**src/rtl/if_fetch_unit.sv**
```systemverilog
// Instruction-fetch stage: owns the PC, issues req/gnt/rvalid word fetches and buffers responses for decode.
// Define IF_ALIGN_CHECK_EN to trap misaligned jump targets in a HALT state and raise fetch_exc_o.
module if_fetch_unit #(
    parameter logic [31:0] RESET_PC   = 32'h0000_0000,
    parameter int          FIFO_DEPTH = 2
) (
    input  logic        clk,
    input  logic        rst_n,
    input  logic        stall_i,
    input  logic        jump_en_i,
    input  logic [31:0] jump_addr_i,
    output logic        imem_req_o,
    output logic [31:0] imem_addr_o,
    input  logic        imem_gnt_i,
    input  logic        imem_rvalid_i,
    input  logic [31:0] imem_rdata_i,
    output logic        id_valid_o,
    output logic [31:0] id_addr_o,
    output logic [31:0] id_data_o,
    output logic        fetch_exc_o
);

    localparam int AW = $clog2(FIFO_DEPTH);
    localparam int CW = $clog2(FIFO_DEPTH + 2);
    localparam logic [CW:0] DEPTH_C = FIFO_DEPTH[CW:0];

`ifdef IF_ALIGN_CHECK_EN
    typedef enum logic [1:0] {IDLE = 2'd0, FETCH = 2'd1, HALT = 2'd2} state_e;
`else
    typedef enum logic [1:0] {IDLE = 2'd0, FETCH = 2'd1} state_e;
`endif

    state_e          state_q, state_d;
    logic [31:0]     pc_q, pc_d;
    logic [31:0]     resp_pc_q, resp_pc_d;
    logic [CW-1:0]   out_q, out_d;
    logic [CW-1:0]   drop_q, drop_d;
    logic [CW-1:0]   cnt_q, cnt_d;
    logic [AW-1:0]   rd_q, rd_d;
    logic [AW-1:0]   wr_q, wr_d;
    logic            pend_q, pend_d;
    logic [31:0]     pend_addr_q, pend_addr_d;
    logic            pend_drop_q, pend_drop_d;

    logic [31:0]     addr_mem [FIFO_DEPTH];
    logic [31:0]     data_mem [FIFO_DEPTH];

    logic            gnt_fire;
    logic            gnt_stale;
    logic            rsp_keep;
    logic            push_we;
    logic            pop;
    logic            issue_ok;
    logic            jump_misaligned;
    logic [CW-1:0]   live_out;
    logic [31:0]     req_addr;
    logic [31:0]     jump_tgt;

`ifdef IF_ALIGN_CHECK_EN
    logic            exc_q, exc_d;
    assign jump_misaligned = (jump_addr_i[1:0] != 2'b00);
    assign jump_tgt        = jump_addr_i;
    assign fetch_exc_o     = exc_q;
`else
    assign jump_misaligned = 1'b0;
    assign jump_tgt        = jump_addr_i & 32'hFFFF_FFFC;
    assign fetch_exc_o     = 1'b0;
`endif

    assign live_out   = out_q - drop_q;
    assign issue_ok   = (state_q == FETCH) &&
                        (({1'b0, cnt_q} + {1'b0, live_out}) < DEPTH_C);
    // An ungranted request keeps its address even after a redirect moved the PC.
    assign imem_req_o  = pend_q | issue_ok;
    assign req_addr    = pend_q ? pend_addr_q : pc_q;
    assign imem_addr_o = imem_req_o ? req_addr : 32'h0;

    assign gnt_fire  = imem_req_o & imem_gnt_i;
    assign gnt_stale = gnt_fire & pend_q & pend_drop_q;
    assign rsp_keep  = imem_rvalid_i & (drop_q == '0);
    assign push_we   = rsp_keep & ~jump_en_i;
    assign pop       = id_valid_o & ~stall_i & ~jump_en_i;

    assign id_valid_o = (cnt_q != '0);
    assign id_addr_o  = id_valid_o ? addr_mem[rd_q] : 32'h0;
    assign id_data_o  = id_valid_o ? data_mem[rd_q] : 32'h0;

    always_comb begin
        state_d     = state_q;
        pc_d        = pc_q;
        resp_pc_d   = resp_pc_q;
        drop_d      = drop_q;
        cnt_d       = cnt_q;
        rd_d        = rd_q;
        wr_d        = wr_q;
        pend_d      = 1'b0;
        pend_addr_d = pend_addr_q;
        pend_drop_d = 1'b0;
`ifdef IF_ALIGN_CHECK_EN
        exc_d       = exc_q;
`endif
        out_d = out_q + CW'(gnt_fire) - CW'(imem_rvalid_i);

        if (imem_req_o && !imem_gnt_i) begin
            pend_d      = 1'b1;
            pend_addr_d = req_addr;
            pend_drop_d = pend_drop_q | jump_en_i;
        end

        if (state_q == IDLE) begin
            state_d = FETCH;
        end

        if (jump_en_i) begin
            // Everything already granted is stale; a still-pending request is added at its grant.
            drop_d    = out_d;
            pc_d      = jump_tgt;
            resp_pc_d = jump_tgt;
            cnt_d     = '0;
            rd_d      = '0;
            wr_d      = '0;
            state_d   = FETCH;
`ifdef IF_ALIGN_CHECK_EN
            exc_d     = jump_misaligned;
            if (jump_misaligned) begin
                state_d = HALT;
            end
`endif
        end else begin
            drop_d = drop_q - CW'(imem_rvalid_i && (drop_q != '0)) + CW'(gnt_stale);
            if (gnt_fire && !gnt_stale) begin
                pc_d = pc_q + 32'd4;
            end
            if (push_we) begin
                wr_d      = wr_q + AW'(1);
                resp_pc_d = resp_pc_q + 32'd4;
            end
            if (pop) begin
                rd_d = rd_q + AW'(1);
            end
            cnt_d = cnt_q + CW'(push_we) - CW'(pop);
        end
    end

    always_ff @(posedge clk or negedge rst_n) begin
        if (!rst_n) begin
            state_q     <= IDLE;
            pc_q        <= RESET_PC;
            resp_pc_q   <= RESET_PC;
            out_q       <= '0;
            drop_q      <= '0;
            cnt_q       <= '0;
            rd_q        <= '0;
            wr_q        <= '0;
            pend_q      <= 1'b0;
            pend_addr_q <= 32'h0;
            pend_drop_q <= 1'b0;
`ifdef IF_ALIGN_CHECK_EN
            exc_q       <= 1'b0;
`endif
        end else begin
            state_q     <= state_d;
            pc_q        <= pc_d;
            resp_pc_q   <= resp_pc_d;
            out_q       <= out_d;
            drop_q      <= drop_d;
            cnt_q       <= cnt_d;
            rd_q        <= rd_d;
            wr_q        <= wr_d;
            pend_q      <= pend_d;
            pend_addr_q <= pend_addr_d;
            pend_drop_q <= pend_drop_d;
`ifdef IF_ALIGN_CHECK_EN
            exc_q       <= exc_d;
`endif
        end
    end

    // Buffer storage needs no reset: entries are only visible while counted.
    always_ff @(posedge clk) begin
        if (push_we) begin
            addr_mem[wr_q] <= resp_pc_q;
            data_mem[wr_q] <= imem_rdata_i;
        end
    end

endmodule

```
**config.mk**
```make
export PLATFORM = sky130hd
export DESIGN_NAME = if_fetch_unit
export DESIGN_NICKNAME = d
export VERILOG_FILES = /design/src/rtl/if_fetch_unit.sv
export SDC_FILE = /design/constraint.sdc
export NUM_CORES = 1
export LEC_CHECK = 0
export CORE_MARGIN = 2
export CORE_UTILIZATION = 51
export CTS_CLUSTER_DIAMETER = 120
export CTS_CLUSTER_SIZE = 8
export DETAILED_ROUTE_END_ITERATION = 10
export PLACE_DENSITY = 0.86
export SLEW_MARGIN = 20
export SYNTH_ARGS = -nofsm -noshare
export SYNTH_HDL_FRONTEND = slang
export SYNTH_SLANG_ARGS = --single-unit
```
**constraint.sdc**
```tcl
create_clock -name clk -period 5.21 [get_ports clk]
set_clock_uncertainty 0.2 [all_clocks]
set_input_delay 0.7815 -clock clk [delete_from_list [all_inputs] [get_ports clk]]
set_output_delay 0.7815 -clock clk [all_outputs]
set_load 0.05 [all_outputs]
```
==> flow_summary.toml <==
[detailed_routing]
highest_layer = "met5"
drt-total-wl_um = 23900
dr.pass1.iters = 4
vias = 7568
ant_nets = 0
wl_per_cell_um = 18.3
drt-met1-wl_um = 10200
drc = 0
drt-initial-drc-count = 567
post_drt_via_cell_ratio = 5.79
dr_wl_met3_um = 1820
met2_length_um = 11400

[yosys]
synth-seq-cells = 227
synthCells = 867
synth-edff-count = 124
synth.area.top_cells = "edfxtp_1 (35%), dfrtp_1 (24%), mux2i_1 (8.8%)"
synth_warnings = 0
ys_seq_area_share_pct = 59.5
syn_avg_cell_area_um2 = 12.2
synth_top_area_share_pct = 35.2
synth_flop_cell = "edfxtp_1"
synth_area_um2 = 10600
ys_types = 53
synth_top_area_cell = "edfxtp_1"
ys_async_sr_fraction_pct = 45.4

[global_routing]
antenna_found_initial = 1
grt_max_degree = 65
grt_usage_pct = 21.5
grt_pass1_wl_um = 37900
grt_pass1_vias = 7314
overflow = 0

[final_layout]
syn2layout_area_growth_pct = 26.7
diodes = 0
fin_cells = 1307
final_nets = 1099
fill_cells = 1499
drive_above_1_share_pct = 10.0

[cts]
cts-resized-gates = 0
numCtsBuffers = 34
clockRootBuffer = "clkbuf_16"
cts_sinks = 227
cts_tree = "built"
cts_hold_buf = 0
htreeDepth = 2
clock_path_buffers = 3
cts_setup_buffers = 0
clkTransAtPathRegs_ns = 0.05
clk_latency_ns = 0.49

[timing]
timing.slew.headroom_pct = 27.0
grt_setup_unrepaired = "no"
setup_ws_ns = 0.833
setup_violations = 0
fin_tns_setup_ns = 0
hold_violations = 0
slew_violations = 0
fin_crit_ns = 4.38
worstMarginPinSlew_ns = 1.09
max_freq_mhz = 228
period_share_pct = 84.0

[floorplan]
dieArea_um2 = 21900
rows = 52
die_x_um = 148
fp.dieH_um = 148
io_pins = 169
start_util_pct = 52.2
core-area_um2 = 20300

[worst_setup_path]
cp-start-kind = "flip-flop"
worstPathRequired_ns = 4.23
end_kind = "primary output"
critical_path_class = "reg2out"
crit_fanout = 33
r2r_slack_ns = 1.59
crit_arrival_ns = 3.40
worstRegToRegCells = 8

[flow_run]
cap_violations = 0

[power_and_ir_drop]
ir_worst_vdd_mv = 0.541
power_density_nw_per_um2 = 543
leakage_uw = 0.00473

[placement]
dpl_worst_slack_ns = 1.35
port_buffers = 163
hpwl_um = 15400
dp.cells = 1253
place.gp.congestion = 0.830

[outcome]
status = "finished, final reports clean"

[hold_path]
hold_class = "in2async"
==> cells in the final DEF, fill, tap and decap left out, types with 7 or more instances in the layout <==
| cell | netlist | routed |
|---|---|---|
| nor2_1 | 124 | 122 |
| inv_1 | 13 | 12 |
| o21ai_0 | 14 | 13 |
| nor4_1 | 13 | 13 |
| nand2b_1 | 9 | 9 |
| mux2i_1 | 93 | 93 |
| a211oi_1 | 11 | 11 |
| edfxtp_1 | 124 | 124 |
| nand2_1 | 28 | 28 |
| o31ai_1 | 17 | 17 |
| a31oi_1 | 22 | 21 |
| nand4_1 | 18 | 18 |
| clkbuf_16 | 0 | 37 |
| dfrtp_1 | 103 | 101 |
| nand3_1 | 16 | 16 |
| o31a_1 | 7 | 7 |
| mux2_2 | 44 | 44 |
| and3_1 | 10 | 9 |
| nor3_1 | 21 | 20 |
| or3_1 | 7 | 7 |
| or4_1 | 16 | 16 |
| xnor2_1 | 20 | 20 |
| ha_1 | 9 | 9 |
| buf_4 | 3 | 10 |
| clkdlybuf4s50_1 | 0 | 162 |
| clkbuf_1 | 43 | 16 |
| and4_1 | 10 | 10 |
==> critical path, stage by stage (launching register included) <==
cell and delay (ns):
dfrtp_1 0.43, ha_1 0.21, xor2_1 0.15, xnor2_1 0.15
fa_1 0.55, a31oi_2 0.11, buf_4 0.29, nor2_1 0.17
clkdlybuf4s50_1 0.83
==> report_power, final <==
group / total [uW] / internal [uW] / leakage, uW / switching, uW
Clock: 2010 / 1280 / 0.000475 / 727
Combinational: 2770 / 1040 / 0.00193 / 1730
Sequential: 2500 / 2200 / 0.00233 / 303
Total: 7280 / 4520 / 0.00473 / 2760
==> sequential cells by signal, indices dropped and copies added (netlist names) <==
signal and cells:
data_mem 64, addr_mem 60, pend_addr_q 32, pc_q 30
resp_pc_q 30, cnt_q 2, drop_q 2, out_q 2
pend_drop_q 1, pend_q 1, rd_q 1, state_q 1
wr_q 1
==> through the flow <==
stage          cell area [um2]  util [%]  total power, uW  hold WS [ns]
6_report                 13400      66.1             7280         0.181
5_1_grt                  13400      66.1             7610         0.231
4_1_cts                  13400      66.1             7340         0.198
3_5_place_dp             12400      61.2             5280         0.290
3_3_place_gp             12400      61.2             5210         0.274
2_1_floorplan            10600         -             4420         0.256
==> layer usage <==
layer  up-vias  GRT usage, %
li1       3543             -
met1      3666          29.7
met2       315          34.5
met3        42          4.79
met4         2          6.62
met5         -             0
==> cells in the mapped netlist, drive strengths merged (10+ instances only) <==
library cell    n
edfxtp        124
o21ai          14
nand2          28
or4            18
nor2          124
nand3          16
dfrtp         103
nor3           21
buf            15
mux2           44
nand4          18
clkbuf         43
nor4           13
mux2i          93
xnor2          20
and4           10
and3           10
a211oi         11
a31oi          22
inv            13
o31ai          17
==> kinds of logic after synthesis <==
kind of cell,synth area share [%]
flip-flops,59.5
adder cells (fa/ha/maj),1.25
other,0.0709
multiplexers,13.5
buffers and inverters,2.78
AO/OA/AOI/OAI,7.08
XOR/XNOR,2.15
AND/OR/NAND/NOR,13.7
==> final cells by class <==
type | count | area [um2] | share of cell area, %
clock inverters | 1 | 7.51 | 0.0560
multi-input cells | 571 | 4030 | 30.0
repair buffers | 172 | 1700 | 12.7
inverters | 13 | 48.8 | 0.364
flip-flops and latches | 227 | 6310 | 47.0
clock buffers | 53 | 986 | 7.35
well taps | 270 | 338 | 2.52
==> path summary, 6_finish.rpt <==
path	startpoint	to
hold reg to reg	pend_addr_q[1]$_DFFE_PN0P_	pend_addr_q[1]$_DFFE_PN0P_
setup / recovery	drop_q[0]$_DFF_PN0_	imem_addr_o[23]
setup reg to reg	drop_q[0]$_DFF_PN0_	pc_q[23]$_DFFE_PN0P_
max in group asynchronous	rst_n	resp_pc_q[29]$_DFFE_PN0N_
hold / removal	rst_n	pc_q[9]$_DFFE_PN0P_
min in group clk	pend_addr_q[1]$_DFFE_PN0P_	pend_addr_q[1]$_DFFE_PN0P_
(Power assumes the default switching activity.)
